File: config.mk
export PLATFORM = sky130hd
export DESIGN_NAME = phy_dly_sequencer
export DESIGN_NICKNAME = d
export VERILOG_FILES = /design/src/rtl/phy_dly_sequencer.sv
export SDC_FILE = /design/constraint.sdc
export NUM_CORES = 1
export LEC_CHECK = 0
export ABC_CLOCK_PERIOD_IN_PS = 3210
export BUFFER_PORTS_ARGS = -buffer_cell sky130_fd_sc_hd__buf_2
export CAP_MARGIN = 15
export CORE_MARGIN = 10
export CORE_UTILIZATION = 43
export CTS_BUF_LIST = sky130_fd_sc_hd__clkbuf_8
export DETAILED_ROUTE_END_ITERATION = 8
export MAX_ROUTING_LAYER = met4
export PLACE_DENSITY = 0.67
export SETUP_SLACK_MARGIN = 0.05
export SLEW_MARGIN = 25
export SYNTH_ARGS = -nofsm -noshare
export SYNTH_HDL_FRONTEND = slang
export SYNTH_SLANG_ARGS = --single-unit
File: constraint.sdc
create_clock -name mclk -period 3.21 [get_ports mclk]
set_input_delay 0.1605 -clock mclk [delete_from_list [all_inputs] [get_ports mclk]]
set_output_delay 0.1605 -clock mclk [all_outputs]
set_load 0.05 [all_outputs]
File: src/rtl/phy_dly_sequencer.sv
// Queues (addr,tap) writes and replays them to phy_top as ld_delay strobes, then set, settle and done.
// Optional shadow readback of loaded taps: define PHY_DLY_SEQ_READBACK_EN.
module phy_dly_sequencer #(
    parameter int FIFO_DEPTH    = 8,
    parameter int LD_GAP        = 1,
    parameter int SETTLE_CYCLES = 4
) (
    input  logic       mclk,
    input  logic       rst_n,
    input  logic       wr_valid,
    output logic       wr_ready,
    input  logic [6:0] wr_addr,
    input  logic [7:0] wr_data,
    input  logic       commit,
    output logic       busy,
    output logic       done,
    output logic [6:0] dly_addr,
    output logic [7:0] dly_data,
    output logic       ld_delay,
    output logic       set,
    input  logic [6:0] rd_addr,
    output logic [7:0] rd_data
);

    localparam int AW = $clog2(FIFO_DEPTH);
    localparam int CW = AW + 1;

    localparam logic [2:0] S_IDLE   = 3'd0;
    localparam logic [2:0] S_LOAD   = 3'd1;
    localparam logic [2:0] S_GAP    = 3'd2;
    localparam logic [2:0] S_SET    = 3'd3;
    localparam logic [2:0] S_SETTLE = 3'd4;
    localparam logic [2:0] S_DONE   = 3'd5;

    localparam logic [3:0] GAP_LAST    = 4'(LD_GAP - 1);
    localparam logic [7:0] SETTLE_LAST = 8'(SETTLE_CYCLES - 1);

    logic [6:0]    fifo_addr [FIFO_DEPTH];
    logic [7:0]    fifo_data [FIFO_DEPTH];
    logic [AW-1:0] wr_ptr;
    logic [AW-1:0] rd_ptr;
    logic [CW-1:0] count;
    logic [CW-1:0] count_nxt;
    logic [CW-1:0] n_load;
    logic [2:0]    state;
    logic [2:0]    state_nxt;
    logic [3:0]    gap_cnt;
    logic [7:0]    settle_cnt;
    logic          commit_pending;
    logic          push;
    logic          pop;
    logic          leave_idle;

    // wr_ready is the registered !full, so a pop while full cannot admit a push that cycle
    assign push       = wr_valid && wr_ready;
    assign pop        = (state == S_LOAD);
    assign leave_idle = (state == S_IDLE) && (state_nxt != S_IDLE);

    always_comb begin
        count_nxt = count;
        case ({push, pop})
            2'b10:   count_nxt = count + CW'(1);
            2'b01:   count_nxt = count - CW'(1);
            default: count_nxt = count;
        endcase
    end

    always_comb begin
        state_nxt = state;
        case (state)
            S_IDLE: begin
                if (commit_pending)
                    state_nxt = (count != '0) ? S_LOAD : S_SET;
            end
            S_LOAD: begin
                if (LD_GAP != 0)
                    state_nxt = S_GAP;
                else if (n_load > CW'(1))
                    state_nxt = S_LOAD;
                else
                    state_nxt = S_SET;
            end
            S_GAP: begin
                if (gap_cnt == GAP_LAST)
                    state_nxt = (n_load != '0) ? S_LOAD : S_SET;
            end
            S_SET:    state_nxt = S_SETTLE;
            S_SETTLE: begin
                if (settle_cnt == SETTLE_LAST)
                    state_nxt = S_DONE;
            end
            S_DONE:   state_nxt = S_IDLE;
            default:  state_nxt = S_IDLE;
        endcase
    end

    always_ff @(posedge mclk) begin
        if (push) begin
            fifo_addr[wr_ptr] <= wr_addr;
            fifo_data[wr_ptr] <= wr_data;
        end
    end

    always_ff @(posedge mclk or negedge rst_n) begin
        if (!rst_n) begin
            wr_ptr         <= '0;
            rd_ptr         <= '0;
            count          <= '0;
            wr_ready       <= 1'b1;
            state          <= S_IDLE;
            n_load         <= '0;
            gap_cnt        <= '0;
            settle_cnt     <= '0;
            commit_pending <= 1'b0;
            busy           <= 1'b0;
            done           <= 1'b0;
            ld_delay       <= 1'b0;
            set            <= 1'b0;
            dly_addr       <= '0;
            dly_data       <= '0;
        end else begin
            if (push)
                wr_ptr <= wr_ptr + AW'(1);
            if (pop)
                rd_ptr <= rd_ptr + AW'(1);
            count    <= count_nxt;
            wr_ready <= (count_nxt != CW'(FIFO_DEPTH));

            state <= state_nxt;
            // Outputs lag the state by one cycle; busy also covers the done cycle.
            busy     <= (state_nxt != S_IDLE) || (state == S_DONE);
            ld_delay <= (state == S_LOAD);
            set      <= (state == S_SET);
            done     <= (state == S_DONE);

            if (state == S_LOAD) begin
                dly_addr <= fifo_addr[rd_ptr];
                dly_data <= fifo_data[rd_ptr];
            end

            if (leave_idle)
                n_load <= count;
            else if (state == S_LOAD)
                n_load <= n_load - CW'(1);

            if (commit)
                commit_pending <= 1'b1;
            else if (leave_idle)
                commit_pending <= 1'b0;

            gap_cnt    <= (state == S_GAP) ? gap_cnt + 4'd1 : '0;
            settle_cnt <= (state == S_SETTLE) ? settle_cnt + 8'd1 : '0;
        end
    end

`ifdef PHY_DLY_SEQ_READBACK_EN
    logic [7:0] shadow [128];

    always_ff @(posedge mclk or negedge rst_n) begin
        if (!rst_n) begin
            for (int unsigned i = 0; i < 128; i++)
                shadow[i] <= '0;
            rd_data <= '0;
        end else begin
            if (ld_delay)
                shadow[dly_addr] <= dly_data;
            rd_data <= shadow[rd_addr];
        end
    end
`else
    logic unused_rd_addr;
    assign unused_rd_addr = ^rd_addr;

    always_ff @(posedge mclk or negedge rst_n) begin
        if (!rst_n)
            rd_data <= '0;
        else
            rd_data <= '0;
    end
`endif

endmodule

==> flow_summary.yaml, run 1 <==
worst_setup_path:
  crit_cells: 8
  reg2reg_slack_ps: 930
  reg2reg_depth: 8
  critPathCaptureType: "flop"
  cp_max_fo: 10
  setup.worst_path.end: "wr_ready"
  crit_chain: "nor3b_4, ha_1, xor2_1, ha_1, a21oi_1, mux2i_1, xor2_1, o211ai_1"
  crit_slowest_cell: "dfrtp_1"
  cpLargestDelayFamily: "flip-flops"
  critPathBufInv: 0
  worstReg2RegStart: "state[0]"
  cp_slowest_stage_delay_ps: 550
  start_kind: "flop"
  r2r-end: "wr_ready"
  worstSetupStartpoint: "state[0]"
  crit_required_ps: 3560
  cp.arrival_ps: 2640
  path_class: "reg2reg"
worst_hold_path:
  hold_class: "in2async"
synthesis:
  synth.area.mux_share: 0.1277
  synthSimpleGateAreaFrac: 0.06245
  synth_top_family_by_area: "multiplexers"
  synth_xor_area_frac: 0.02186
  synth.distinct_cells: 47
  synth_cells: 397
  synth_compound_area_frac: 0.02939
  synth.avg_cell_area_um2: 17.16
  yosysSeqAreaShare: 0.7129
  synthAdderAreaFrac: 0.01837
  ys_seq_elements: 170
  yosys_warnings: 0
  syn_area_um2: 6812
sta:
  setup-violations-final: 0
  maxSlewHeadroom: 0.4915
  clock_skew_ps: 14.59
  maxSlewViolCount: 0
  timing.final.crit_period_ps: 2283
  tns_ps: 0
  hold_ws_ps: 284.1
  rsz0062_at_grt: "false"
  min_period_over_period: 0.7112
  max_freq_ghz: 0.4380
  setup_ws_ps: 927.0
  hold_violations: 0
  tightest_slew_ps: 758.6
detailed_routing:
  wire_per_inst_um: 17.53
  dr.first_iter.drc_count: 238
  routed_wl_mm: 12.15
  num_vias: 3520
  drt_pass1_iterations: 4
  via_per_inst: 5.079
  ant_nets: 0
  drc: 0
clock_tree:
  cts_buffer_depth: 2
  clkSlewWorstSetupHoldPaths_ps: 90
  cts_resized: 0
  clk_latency_ps: 450
  postCtsSetupBuffers: 0
  holdBufCountCts: 18
  root_buffer: "clkbuf_8"
  cts_buffers: 17
  cts_tree: "done"
  cts_sinks: 170
  htreeDepth: 4
final_layout:
  fin_nets: 505
  fin_cells: 693
  drive_above_1_share: 0.2531
  fin_area_um2: 7844
  diodes: 0
  syn2layout_area_growth_pct: 15.15
  final_core_util: 0.5103
job:
  drv_cap: 0
floorplan:
  ios: 54
  start_util: 0.4431
  design.core.area_um2: 15370
  dieArea_um2: 21280
  placementRows: 45
  die_h_um: 145.9
  die-width_um: 145.9
grt:
  grt_max_degree: 40
  grt_use_total: 0.1244
  grt_pass1_vias: 3819
  grt_overflow: 0
  grt_pass1_wl_mm: 20.27
  grt_antenna_before_repair: 0
place:
  dpl.cell_count: 643
  portBuffers: 38
  dp_hpwl_mm: 7.579
  dp_slack_ps: 931.8
  gp_congestion: 0.7614
  postPlaceCellArea_um2: 7274
outcome:
  status: "finished clean"
pwr:
  peakVddDrop_v: 0.0004962
  p_per_area_nw_per_um2: 916.9
  power.total_mw: 7.192
  leakage_nw: 2.908
## per-layer routing
layer  part of all wire  global-route usage  up-vias  routed length, um
li1                   -                   -     1629                  -
met1               0.45              0.1508     1785               5416
met2               0.49              0.1927       91               5961
met3              0.053             0.03757       15                638
met4              0.011             0.04702        0                132
met5                  0                   -        -                  0
## worst register-to-register path, cell delays in order (launching register included)
cell and delay [ps]:
dfrtp_1 550, nor3b_4 320, ha_1 320, xor2_1 110, ha_1 190, a21oi_1 150, mux2i_1 230, xor2_1 220
o211ai_1 130
## kinds of logic after synthesis
group | Yosys count
DFF | 170
and+or+nand+nor | 84
muxes | 49
AOI/OAI and AO/OA | 33
buffers and inverters | 33
xor gates and xnor gates | 17
adders and majority gates | 10
other | 1
## cells in the mapped netlist (all sizes together)
library cell	count	area, um2
nand3b	3	22.52
nor4	1	6.260
nor4bb	1	10.01
nand2	14	52.55
nor3b	2	20.02
dfrtp	49	1226
a21oi	20	103.9
xor2	10	87.58
o211ai	3	22.52
a311o	1	10.01
or2	2	12.52
ha	10	125.1
or3b	1	8.760
nor4b	1	23.77
a2111o	1	11.26
nor2	36	135.1
inv	10	37.54
o21a	1	7.510
buf	20	132.6
xnor2	7	61.31
and3	4	25.02
conb	1	3.750
mux2	3	33.78
a32oi	2	17.52
or3	1	6.260
nor3	4	20.02
and3b	1	8.760
nand4	1	6.260
dfstp	1	26.28
mux4	30	675.7
o21ai	4	20.01
nand2b	2	12.51
nand3	6	30.03
edfxtp	120	3603
mux2i	16	160.2
nor2b	2	12.51
clkbuf	3	12.51
o21bai	1	7.510
and2	2	12.51
## sequential cells by signal, indices dropped and copies added (netlist names)
register	count
commit_pending	1
count	4
ld_delay	1
n_load	4
done	1
gap_cnt	4
busy	1
set	1
state	3
dly_data	8
rd_ptr	3
wr_ptr	3
wr_ready	1
settle_cnt	8
fifo_addr	56
dly_addr	7
fifo_data	64
## cells in the final DEF (no fill, tap or decap), types with 3 or more instances in the layout
cell,instances
nand3b_1,3
mux2i_1,16
clkinv_4,3
xor2_1,10
and3_1,4
inv_1,13
nor2_1,36
dfrtp_1,47
buf_2,38
clkbuf_8,17
mux4_2,30
buf_4,12
edfxtp_1,120
nand3_1,6
o211ai_1,3
xnor2_1,7
dlygate4sd3_1,18
nand2_1,14
o21ai_0,3
conb_1,8
mux2_2,3
ha_1,10
clkinvlp_4,3
a21oi_1,19
## cell type report
class / count / area [um2]
clock buffer: 17 / 234.0
clock inverter: 15 / 153.9
inverter: 10 / 37.54
timing repair buffer: 69 / 480.5
fill: 1258 / 7527
tap: 211 / 264.0
multi-input combinational: 201 / 1815
sequential: 170 / 4858
## power breakdown
part	leakage (nW)	internal (mW)	total [mW]	switching [mW]
combinational	1.01	1.03	2.44	1.41
sequential	1.70	2.87	3.29	0.425
clock	0.198	0.693	1.45	0.761
## worst min path at each step
stage | endpoint | slack [ps] | cells after the start
after floorplan | busy | -140 | 0
after global placement | count[1] | 230 | 1
after detailed placement | count[1] | 230 | 1
after CTS | dly_addr[1] | 290 | 2
after global routing | dly_data[5] | 330 | 2
final | dly_data[5] | 280 | 2
No activity file was read; power rests on OpenSTA's default activity.
==> run 2, diff against run 1 <==
- ABC_CLOCK_PERIOD_IN_PS: 3210 -> 2100
- PLACE_DENSITY: 0.67 -> 0.7
- clock period: 3.21 -> 2.1 ns (I/O delays scaled with it)
==> flow_summary.yaml, run 2 (synthesis results as in run 1) <==
sta:
  tightest_slew_ps: 684.5
  rsz0062_at_grt: "true"
  maxSlewViolCount: 0
  clock_skew_ps: 9.550
  hold_violations: 0
  max_freq_ghz: 0.5160
  maxSlewHeadroom: 0.5437
  min_period_over_period: 0.9229
  tns_ps: 0
  hold_ws_ps: 236.6
  setup-violations-final: 0
  timing.final.crit_period_ps: 1938
  setup_ws_ps: 161.9
clock_tree:
  root_buffer: "clkbuf_8"
  clkSlewWorstSetupHoldPaths_ps: 90
  cts_buffers: 17
  cts_sinks: 170
  clk_latency_ps: 450
  cts_buffer_depth: 2
  htreeDepth: 4
  cts_tree: "done"
final_layout:
  reg_top3: "fifo_data: 64 flops, fifo_addr: 56 flops"
  fin_cells: 705
  syn2layout_area_growth_pct: 18.11
  final_core_util: 0.5234
  fin_area_um2: 8045
  fin_nets: 516
  largest_register_ffs: 64
  most-common-layout-cells: "edfxtp_1 (120), dfrtp_1 (48), buf_2 (38)"
  n_fill_cell: 1249
  drive_above_1_share: 0.2799
  regMostFlops: "fifo_data"
  final_common_cell: "edfxtp_1"
grt:
  grt_pass1_wl_mm: 20.51
  grt_antenna_before_repair: 1
  grt_max_degree: 40
  grt_pass1_vias: 3808
  grt_use_total: 0.1271
  grt_overflow: 0
floorplan:
  placementRows: 45
  dieArea_um2: 21280
  die_h_um: 145.9
  design.core.area_um2: 15370
  ios: 54
  start_util: 0.4431
  die-width_um: 145.9
place:
  portBuffers: 38
  dpl.cell_count: 653
  dp_slack_ps: 108.6
  gp_congestion: 0.7318
  dp_hpwl_mm: 8.156
  postPlaceCellArea_um2: 7427
worst_setup_path:
  reg2reg_slack_ps: 160
  cp.arrival_ps: 2300
  cp_max_fo: 5
  path_class: "reg2reg"
  crit_required_ps: 2470
  crit_cells: 8
  start_kind: "flop"
  cp_slowest_stage_delay_ps: 590
  critPathCaptureType: "flop"
  reg2reg_depth: 8
  crit_chain: "nand2_4, ha_4, xor2_1, ha_2, a21oi_2, mux2i_1, xor2_1, o211ai_1"
  crit_slowest_cell: "dfstp_2"
  cpLargestDelayFamily: "flip-flops"
  path_common_cell: "xor2_1"
  critPathBufInv: 0
detailed_routing:
  num_vias: 3581
  ant_nets: 0
  via_per_inst: 5.079
  dr.first_iter.drc_count: 223
  drt_pass1_iterations: 4
  routed_wl_mm: 12.69
  wire_per_inst_um: 18.00
  drc: 0
pwr:
  power.total_mw: 11.43
  leakage_nw: 2.997
  p_per_area_nw_per_um2: 1421
  peakVddDrop_v: 0.001153
job:
  drv_cap: 0
worst_hold_path:
  hold_class: "in2async"
outcome:
  status: "finished clean"
## run 2: cell count changes in the layout (fill, tap and decap cells not counted), sizes merged
cell / before / now
buf: 51 / 62
clkbuf: 17 / 21
clkinvlp: 3 / 1
clkinv: 4 / 3
diode: 0 / 1
inv: 16 / 15
## run 2: cell type report
type                            count  area, um2  area share
Sequential cell                   170       4857      0.6037
Multi-Input combinational cell    201       1848      0.2297
Timing Repair Buffer               80      613.1     0.07621
Clock buffer                       21      289.0     0.03593
Tap cell                          211      264.0     0.03281
Clock inverter                     11      133.9     0.01664
Inverter                           10      37.54    0.004666
Antenna cell                        1      2.502   0.0003110
## run 2: timing repair
| item | in CTS | in global routing |
|---|---|---|
| hold buffers | 18 | 0 |
| setup buffers | 0 | 1 |
| endpoints found under the setup margin | 0 | 2 |
| resized for setup | 0 | 1 |
| hold endpoints to repair | 149 | 0 |
## run 2: report_power, final
part	internal [mW]	total [mW]	switching (mW)
logic	1.76	4.23	2.47
clock network	1.21	2.36	1.16
registers	4.39	4.84	0.450
## run 2: worst paths after layout
path                                       end     startpoint
worst max register to register        wr_ready       wr_ready
worst max-delay path                  wr_ready       wr_ready
max in group asynchronous            rd_ptr[0]          rst_n
min in group mclk               commit_pending         commit
worst min-delay path                  count[3]          rst_n
worst min register to register   settle_cnt[0]  settle_cnt[0]
## run 2: metal layers
metal  track usage  wire length [um]  share of wire  up-vias
li1              -                 -              -     1656
met1        0.1525              5517           0.43     1828
met2        0.1993              6354           0.50       79
met3       0.04005               624          0.049       18
met4       0.04398               193          0.015        0
met5             -                 0              0        -
